## src/rtl/fft_input_loader_if.sv

```systemverilog
// Sample-stream and FFT RAM write bundle for fft_input_loader.
// master drives the upstream/FFT-status inputs; slave is the loader itself.
interface fft_input_loader_if #(
  parameter int unsigned ADDR_W = 9
);
  logic               iEN;
  logic               iVALID;
  logic signed [15:0] iSAMPLE;
  logic               iFFT_RDY;
  logic               oREADY;
  logic [15:0]        oDATA;
  logic [ADDR_W-1:0]  oADDR_WR_0;
  logic [ADDR_W-1:0]  oADDR_WR_1;
  logic [ADDR_W-1:0]  oADDR_WR_2;
  logic [ADDR_W-1:0]  oADDR_WR_3;
  logic               oWE_0;
  logic               oWE_1;
  logic               oWE_2;
  logic               oWE_3;
  logic               oSTART;
  logic               oBUSY;
  logic               oDONE;
  logic [7:0]         oFRAME_CNT;

  modport master (
    output iEN, iVALID, iSAMPLE, iFFT_RDY,
    input  oREADY, oDATA, oADDR_WR_0, oADDR_WR_1, oADDR_WR_2, oADDR_WR_3,
    input  oWE_0, oWE_1, oWE_2, oWE_3, oSTART, oBUSY, oDONE, oFRAME_CNT
  );

  modport slave (
    input  iEN, iVALID, iSAMPLE, iFFT_RDY,
    output oREADY, oDATA, oADDR_WR_0, oADDR_WR_1, oADDR_WR_2, oADDR_WR_3,
    output oWE_0, oWE_1, oWE_2, oWE_3, oSTART, oBUSY, oDONE, oFRAME_CNT
  );
endinterface

```

## src/rtl/fft_input_loader.sv

```systemverilog
// Streams one frame of real samples into four interleaved FFT RAM banks, starts the
// FFT core, then waits for a fresh rising edge of its ready flag before the next frame.
module fft_input_loader #(
  parameter int unsigned ADDR_W = 9
) (
  input logic              iCLK,
  input logic              iRESET,
  fft_input_loader_if.slave bus
);
  localparam int unsigned     IdxW    = ADDR_W + 2;
  localparam logic [IdxW-1:0] LastIdx = '1;

  typedef enum logic [1:0] {StIdle, StLoad, StStart, StWait} state_e;

  state_e            state_q, state_d;
  logic [IdxW-1:0]   idx_q, idx_d;
  logic              rdy_prev_q;
  logic              ready_q, start_q, done_q, busy_q;
  logic [15:0]       data_q;
  logic [ADDR_W-1:0] addr_q [4];
  logic [3:0]        we_q;
  logic [7:0]        cnt_q;

  logic accept;
  logic rdy_rise;

  assign accept   = (state_q == StLoad) && bus.iVALID;
  assign rdy_rise = bus.iFFT_RDY && !rdy_prev_q;

  always_comb begin
    state_d = state_q;
    idx_d   = idx_q;
    unique case (state_q)
      StIdle: begin
        if (bus.iEN) begin
          state_d = StLoad;
          idx_d   = '0;
        end
      end
      StLoad: begin
        if (accept) begin
          // The last index wraps the counter back to zero on its own.
          idx_d = idx_q + IdxW'(1);
          if (idx_q == LastIdx) state_d = StStart;
        end
      end
      StStart: state_d = StWait;
      StWait: begin
        if (rdy_rise) begin
          state_d = bus.iEN ? StLoad : StIdle;
          idx_d   = '0;
        end
      end
      default: state_d = StIdle;
    endcase
  end

  always_ff @(posedge iCLK) begin
    if (!iRESET) begin
      state_q    <= StIdle;
      idx_q      <= '0;
      rdy_prev_q <= 1'b0;
      ready_q    <= 1'b0;
      start_q    <= 1'b0;
      done_q     <= 1'b0;
      busy_q     <= 1'b0;
      data_q     <= '0;
      we_q       <= '0;
      cnt_q      <= '0;
      for (int i = 0; i < 4; i++) addr_q[i] <= '0;
    end else begin
      state_q    <= state_d;
      idx_q      <= idx_d;
      rdy_prev_q <= bus.iFFT_RDY;
      // Ready and busy follow the next state so they line up with the registered FSM.
      ready_q    <= (state_d == StLoad);
      busy_q     <= (state_d != StIdle);
      start_q    <= (state_q == StStart);
      done_q     <= (state_q == StWait) && rdy_rise;
      we_q       <= '0;
      if (accept) begin
        data_q              <= bus.iSAMPLE;
        we_q[idx_q[1:0]]    <= 1'b1;
        addr_q[idx_q[1:0]]  <= idx_q[IdxW-1:2];
      end
      if ((state_q == StWait) && rdy_rise) cnt_q <= cnt_q + 8'd1;
    end
  end

  assign bus.oREADY     = ready_q;
  assign bus.oDATA      = data_q;
  assign bus.oADDR_WR_0 = addr_q[0];
  assign bus.oADDR_WR_1 = addr_q[1];
  assign bus.oADDR_WR_2 = addr_q[2];
  assign bus.oADDR_WR_3 = addr_q[3];
  assign bus.oWE_0      = we_q[0];
  assign bus.oWE_1      = we_q[1];
  assign bus.oWE_2      = we_q[2];
  assign bus.oWE_3      = we_q[3];
  assign bus.oSTART     = start_q;
  assign bus.oBUSY      = busy_q;
  assign bus.oDONE      = done_q;
  assign bus.oFRAME_CNT = cnt_q;
endmodule

```

## src/flat_wrapper.sv

```systemverilog
// flat-port wrapper written by rule: the top's interface ports become plain ports
module fft_input_loader_flat 
#(
  parameter int unsigned ADDR_W = 9
)
  (iCLK, iRESET, bus_iEN, bus_iVALID, bus_iSAMPLE, bus_iFFT_RDY, bus_oREADY, bus_oDATA, bus_oADDR_WR_0, bus_oADDR_WR_1, bus_oADDR_WR_2, bus_oADDR_WR_3, bus_oWE_0, bus_oWE_1, bus_oWE_2, bus_oWE_3, bus_oSTART, bus_oBUSY, bus_oDONE, bus_oFRAME_CNT);
  fft_input_loader_if #(.ADDR_W(ADDR_W)) bus_i ();
  input logic iCLK;
  input logic iRESET;
  input wire logic [$bits(bus_i.iEN)-1:0] bus_iEN;
  input wire logic [$bits(bus_i.iVALID)-1:0] bus_iVALID;
  input wire logic [$bits(bus_i.iSAMPLE)-1:0] bus_iSAMPLE;
  input wire logic [$bits(bus_i.iFFT_RDY)-1:0] bus_iFFT_RDY;
  output wire logic [$bits(bus_i.oREADY)-1:0] bus_oREADY;
  output wire logic [$bits(bus_i.oDATA)-1:0] bus_oDATA;
  output wire logic [$bits(bus_i.oADDR_WR_0)-1:0] bus_oADDR_WR_0;
  output wire logic [$bits(bus_i.oADDR_WR_1)-1:0] bus_oADDR_WR_1;
  output wire logic [$bits(bus_i.oADDR_WR_2)-1:0] bus_oADDR_WR_2;
  output wire logic [$bits(bus_i.oADDR_WR_3)-1:0] bus_oADDR_WR_3;
  output wire logic [$bits(bus_i.oWE_0)-1:0] bus_oWE_0;
  output wire logic [$bits(bus_i.oWE_1)-1:0] bus_oWE_1;
  output wire logic [$bits(bus_i.oWE_2)-1:0] bus_oWE_2;
  output wire logic [$bits(bus_i.oWE_3)-1:0] bus_oWE_3;
  output wire logic [$bits(bus_i.oSTART)-1:0] bus_oSTART;
  output wire logic [$bits(bus_i.oBUSY)-1:0] bus_oBUSY;
  output wire logic [$bits(bus_i.oDONE)-1:0] bus_oDONE;
  output wire logic [$bits(bus_i.oFRAME_CNT)-1:0] bus_oFRAME_CNT;
  assign bus_i.iEN = bus_iEN;
  assign bus_i.iVALID = bus_iVALID;
  assign bus_i.iSAMPLE = bus_iSAMPLE;
  assign bus_i.iFFT_RDY = bus_iFFT_RDY;
  assign bus_oREADY = bus_i.oREADY;
  assign bus_oDATA = bus_i.oDATA;
  assign bus_oADDR_WR_0 = bus_i.oADDR_WR_0;
  assign bus_oADDR_WR_1 = bus_i.oADDR_WR_1;
  assign bus_oADDR_WR_2 = bus_i.oADDR_WR_2;
  assign bus_oADDR_WR_3 = bus_i.oADDR_WR_3;
  assign bus_oWE_0 = bus_i.oWE_0;
  assign bus_oWE_1 = bus_i.oWE_1;
  assign bus_oWE_2 = bus_i.oWE_2;
  assign bus_oWE_3 = bus_i.oWE_3;
  assign bus_oSTART = bus_i.oSTART;
  assign bus_oBUSY = bus_i.oBUSY;
  assign bus_oDONE = bus_i.oDONE;
  assign bus_oFRAME_CNT = bus_i.oFRAME_CNT;
  fft_input_loader #(.ADDR_W(ADDR_W)) u_core (.iCLK(iCLK), .iRESET(iRESET), .bus(bus_i));
endmodule
```

## config.mk

```make
export PLATFORM = sky130hd
export DESIGN_NAME = fft_input_loader_flat
export DESIGN_NICKNAME = d
export VERILOG_FILES = /design/src/rtl/fft_input_loader_if.sv /design/src/rtl/fft_input_loader.sv /design/src/flat_wrapper.sv
export SDC_FILE = /design/constraint.sdc
export NUM_CORES = 1
export LEC_CHECK = 0
export ABC_CLOCK_PERIOD_IN_PS = 2800
export BUFFER_PORTS_ARGS = -buffer_cell sky130_fd_sc_hd__clkbuf_2
export CAP_MARGIN = 20
export CORE_MARGIN = 1
export CORE_UTILIZATION = 30
export CTS_CLUSTER_DIAMETER = 100
export DETAILED_ROUTE_END_ITERATION = 10
export PLACE_DENSITY_LB_ADDON = 0.25
export SYNTH_ARGS = -nofsm -noshare
export SYNTH_HDL_FRONTEND = slang
export SYNTH_SLANG_ARGS = --single-unit
```

## constraint.sdc

```tcl
create_clock -name iCLK -period 2.8 [get_ports iCLK]
set_input_delay 0.42 -clock iCLK [delete_from_list [all_inputs] [get_ports iCLK]]
set_output_delay 0.42 -clock iCLK [all_outputs]
set_load 0.1 [all_outputs]
```

==> impl_summary.txt <==
----------------------------------------------------
[Outcome]
  Outcome ... finished clean

[Yosys]
  Post-synthesis instance area ... between 0.003 and 0.004 mm²
  Syn_nets ... around 330
  Main flop type after synthesis ... dfxtp_1
  Sequential element share of the synthesized area ... 0.618
  Yosys warning total ... 0
  Post-synthesis register bit count ... 82
  Average instance area after synthesis ... between 10 and 15 µm²
  Cell count after synthesis ... 300
  Post-synth cell types ... 41
  Ys async rst share ... 0
  Post-synth EDFFs ... 36

[Routing]
  Via density ... roughly 4.6
  Number of antenna-violating nets in the routed design ... 0
  Total number of vias ... around 2400
  Routed len/inst ... approximately 13 µm
  Total wire length ... between 6 and 7 mm
  Detailed-route DRC error count ... 0
  TritonRoute pass-1 iters ... 4
  Number of DRC markers in iteration 0 ... ~110

[STA]
  Final-report setup violation count ... 0
  Setup repair after global routing missed its margin ... false
  Post-Route Skew ... slightly below 0.01 ns
  Highest clock frequency the design can meet ... just under 500 MHz
  Final worst-path cycle share ... 0.724
  Setup TNS after final layout ... 0 ns
  Min Clock Period, post-route ... about 2.0 ns
  Endpoints failing hold ... 0
  Final-report max-slew violation count ... 0
  Rel. slew slack ... 0.543
  Actual slew at the worst max-slew pin ... 0.684 ns

[Floorplanning]
  Die Y-Extent ... 106 µm
  Number of rows created at floorplan ... 37
  Die X-Extent ... around 110 µm
  Area enclosed by the die boundary ... ~0.011 mm²
  Initial Utilization ... 0.312
  Standard cell core area ... about 0.010 mm²
  Top-level I/O count ... approximately 90

[Clock tree]
  Number of buffers on the longest clock path ... 2
  Clk root buf ... clkbuf_8
  TritonCTS clock tree ... yes
  Cts bufs inserted ... 9
  CTS H-tree lvls ... 3
  Buffers inserted by post-CTS timing repair ... 0
  Clock sinks ... 82
  Number of gates given a new drive strength after cts ... 0
  Clk pin slew, worst setup/hold paths ... 0.09 ns
  Total of hold buffers inserted after clock tree synthesis ... 0
  Clock insertion delay at the later pin of the skew report ... 0.36 ns

[Finish]
  Final-layout fill cell count ... ~1100
  Core Util, Final ... 0.386
  Ant diodes ... 0
  Filler-free cell count of the finished design ... 532
  Final #Nets ... 417
  Layout cell share with drive strength beyond 1 ... 0.293
  Layout overhead on the synthesized area ... 23.7%

[Setup path]
  Maximum fanout encountered on the critical timing path ... 19
  Largest incremental delay on the critical path ... around 0.52 ns
  Arrival time reported for the critical path endpoint ... approximately 2.1 ns
  Origin of the critical flop-to-flop path ... u_core.state_q[0]
  Sequence of cells on the critical path ... nor2b_1 -> nand2_1 -> o21ai_0 -> buf_4
  CP Data Required Time ... between 2 and 3 ns
  Setup CP Type ... flop to flop
  Worst reg-to-reg setup slack ... approximately 0.77 ns
  Kind of capture point of the worst setup path ... flop
  Endpoint of the lowest-slack register-to-register path ... u_core.addr_q[3][7]
  Critical Path Start Type ... flop
  Cell at the slowest stage of the critical path ... dfxtp_1
  Path depth of the worst reg2reg path ... 4

[Power]
  Leakage power figure ... between 0.0015 and 0.002 µW
  Power Density ... approximately 650 mW/mm²
  Total power draw ... ~2600 µW
  Maximum VDD drop ... approximately 0.31 mV

[GRT]
  Residual overflow from global routing ... 0
  Global-route wire length before repair ... approximately 11 mm
  Number of antenna violations at the first check in global routing ... 0
  Pin count of the biggest net entering global routing ... 29
  Number of global-route vias before repair ... about 2200
  Total global-route track usage ... 0.130

[Min path]
  Cell depth of the worst hold path ... 3
  Kind of path behind the tightest hold check ... input port to flop
  Worst hold start ... bus_iSAMPLE[8]
  Hold-critical path endpoint ... u_core.bus.oDATA[8]

[Place]
  GP Congestion ... approximately 0.7
  Half-perimeter wire length after detailed placement ... ~4.7 mm
  Number of buffer cells added on primary ports ... 88
  Cell total after placement ... a little over 500

[Flow run]
  Max-cap violations ... 0

----------------------------------------------------
layout by cell type, fill, tap and decap left out, types with 2 or more instances in the layout:
master	n
a21oi_1	28
and2_1	28
and3_1	16
buf_4	8
clkbuf_2	88
clkbuf_8	9
clkinvlp_4	3
dfxtp_1	46
edfxtp_1	36
ha_1	5
inv_1	5
inv_6	2
mux2i_1	2
nand2_1	46
nand2b_1	2
nand3_1	4
nand4_1	4
nor2_1	13
nor3_1	4
o21ai_0	8
o31ai_1	4
or3_1	5
or4_1	4
xnor2_1	4
xor2_1	3
cells in the mapped netlist (all sizes together), types with 2 or more instances:
library cell | instances | area, µm²
a21oi | 28 | 140
and2 | 29 | 183
and3 | 17 | 108
buf | 8 | 51.3
clkbuf | 8 | 30.0
dfxtp | 46 | 921
edfxtp | 36 | 1080
ha | 5 | 62.6
inv | 5 | 18.8
mux2i | 2 | 20.0
nand2 | 46 | 173
nand2b | 2 | 12.5
nand3 | 4 | 20.0
nand4 | 4 | 25.0
nor2 | 13 | 48.8
nor3 | 4 | 20.0
o21ai | 8 | 40.0
o31ai | 4 | 30.0
or3 | 5 | 31.3
or4 | 4 | 30.0
xnor2 | 4 | 35.0
xor2 | 3 | 26.3
layout make-up:
class	instances	area, µm²	share of cell area
Clock buffer	9	124	0.0309
Clock inverter	7	53.8	0.0134
Inverter	5	18.8	0.00469
Multi-Input combinational cell	197	1130	0.283
Sequential cell	82	2000	0.500
Tap cell	136	170	0.0425
Timing Repair Buffer	96	500	0.125
per-stage QoR:
| stage | hold WS [ns] | instance area (µm²) | worst slack, ns |
|---|---|---|---|
| floorplan | 0.481 | 3240 | 0.638 |
| global placement | 0.442 | 3830 | 0.833 |
| detailed placement | 0.451 | 3830 | 0.773 |
| CTS | 0.259 | 4000 | 0.764 |
| global route | 0.273 | 4000 | 0.572 |
| finish | 0.272 | 4000 | 0.772 |
metal layers:
| metal | global-route usage | up-vias | share of wire |
|---|---|---|---|
| li1 | - | 1230 | - |
| met1 | 0.169 | 1108 | 0.47 |
| met2 | 0.194 | 86 | 0.43 |
| met3 | 0.0507 | 9 | 0.082 |
| met4 | 0.0506 | 0 | 0.013 |
| met5 | 0 | - | 0 |
worst max-delay path: cells and delay by family (launching register included):
kind,cells,cell delay (ns)
AO/OA/AOI/OAI,1,0.31
AND/OR/NAND/NOR,2,0.71
flip-flops,1,0.52
buffers and inverters,1,0.21
flip-flops by register name, summed over array words and instances, names as in the netlist:
signal                 flops
u_core.bus.oDATA          16
u_core.bus.oBUSY           1
u_core.addr_q             36
u_core.bus.oDONE           1
u_core.idx_q              11
u_core.we_q                4
u_core.bus.oFRAME_CNT      8
u_core.bus.oSTART          1
u_core.state_q             2
u_core.rdy_prev_q          1
u_core.bus.oREADY          1
report_power, final:
part           switching [µW]  total [µW]  internal (µW)
clock                     446         774            327
combinational             419         495           76.3
sequential               28.4        1320           1290
how the worst max path moves through the flow:
stage | start | slack (ns) | to
finish | u_core.state_q[0] | 0.77 | u_core.addr_q[3][7]
global placement | u_core.state_q[0] | 0.83 | u_core.addr_q[2][2]
floorplan | u_core.state_q[0] | 0.64 | u_core.addr_q[3][0]
CTS | u_core.state_q[0] | 0.76 | u_core.addr_q[3][0]
detailed placement | u_core.state_q[0] | 0.77 | u_core.addr_q[3][6]
global route | u_core.state_q[0] | 0.57 | u_core.addr_q[3][7]
cells by family after synthesis:
| family | after synthesis | synth area share |
|---|---|---|
| flops | 82 | 0.618 |
| fa+ha+maj | 5 | 0.0193 |
| xor+xnor | 7 | 0.0189 |
| mux | 2 | 0.00619 |
| compound gates | 47 | 0.0835 |
| simple gates | 136 | 0.223 |
| buf+inv | 21 | 0.0309 |
(Power assumes the default switching activity.)
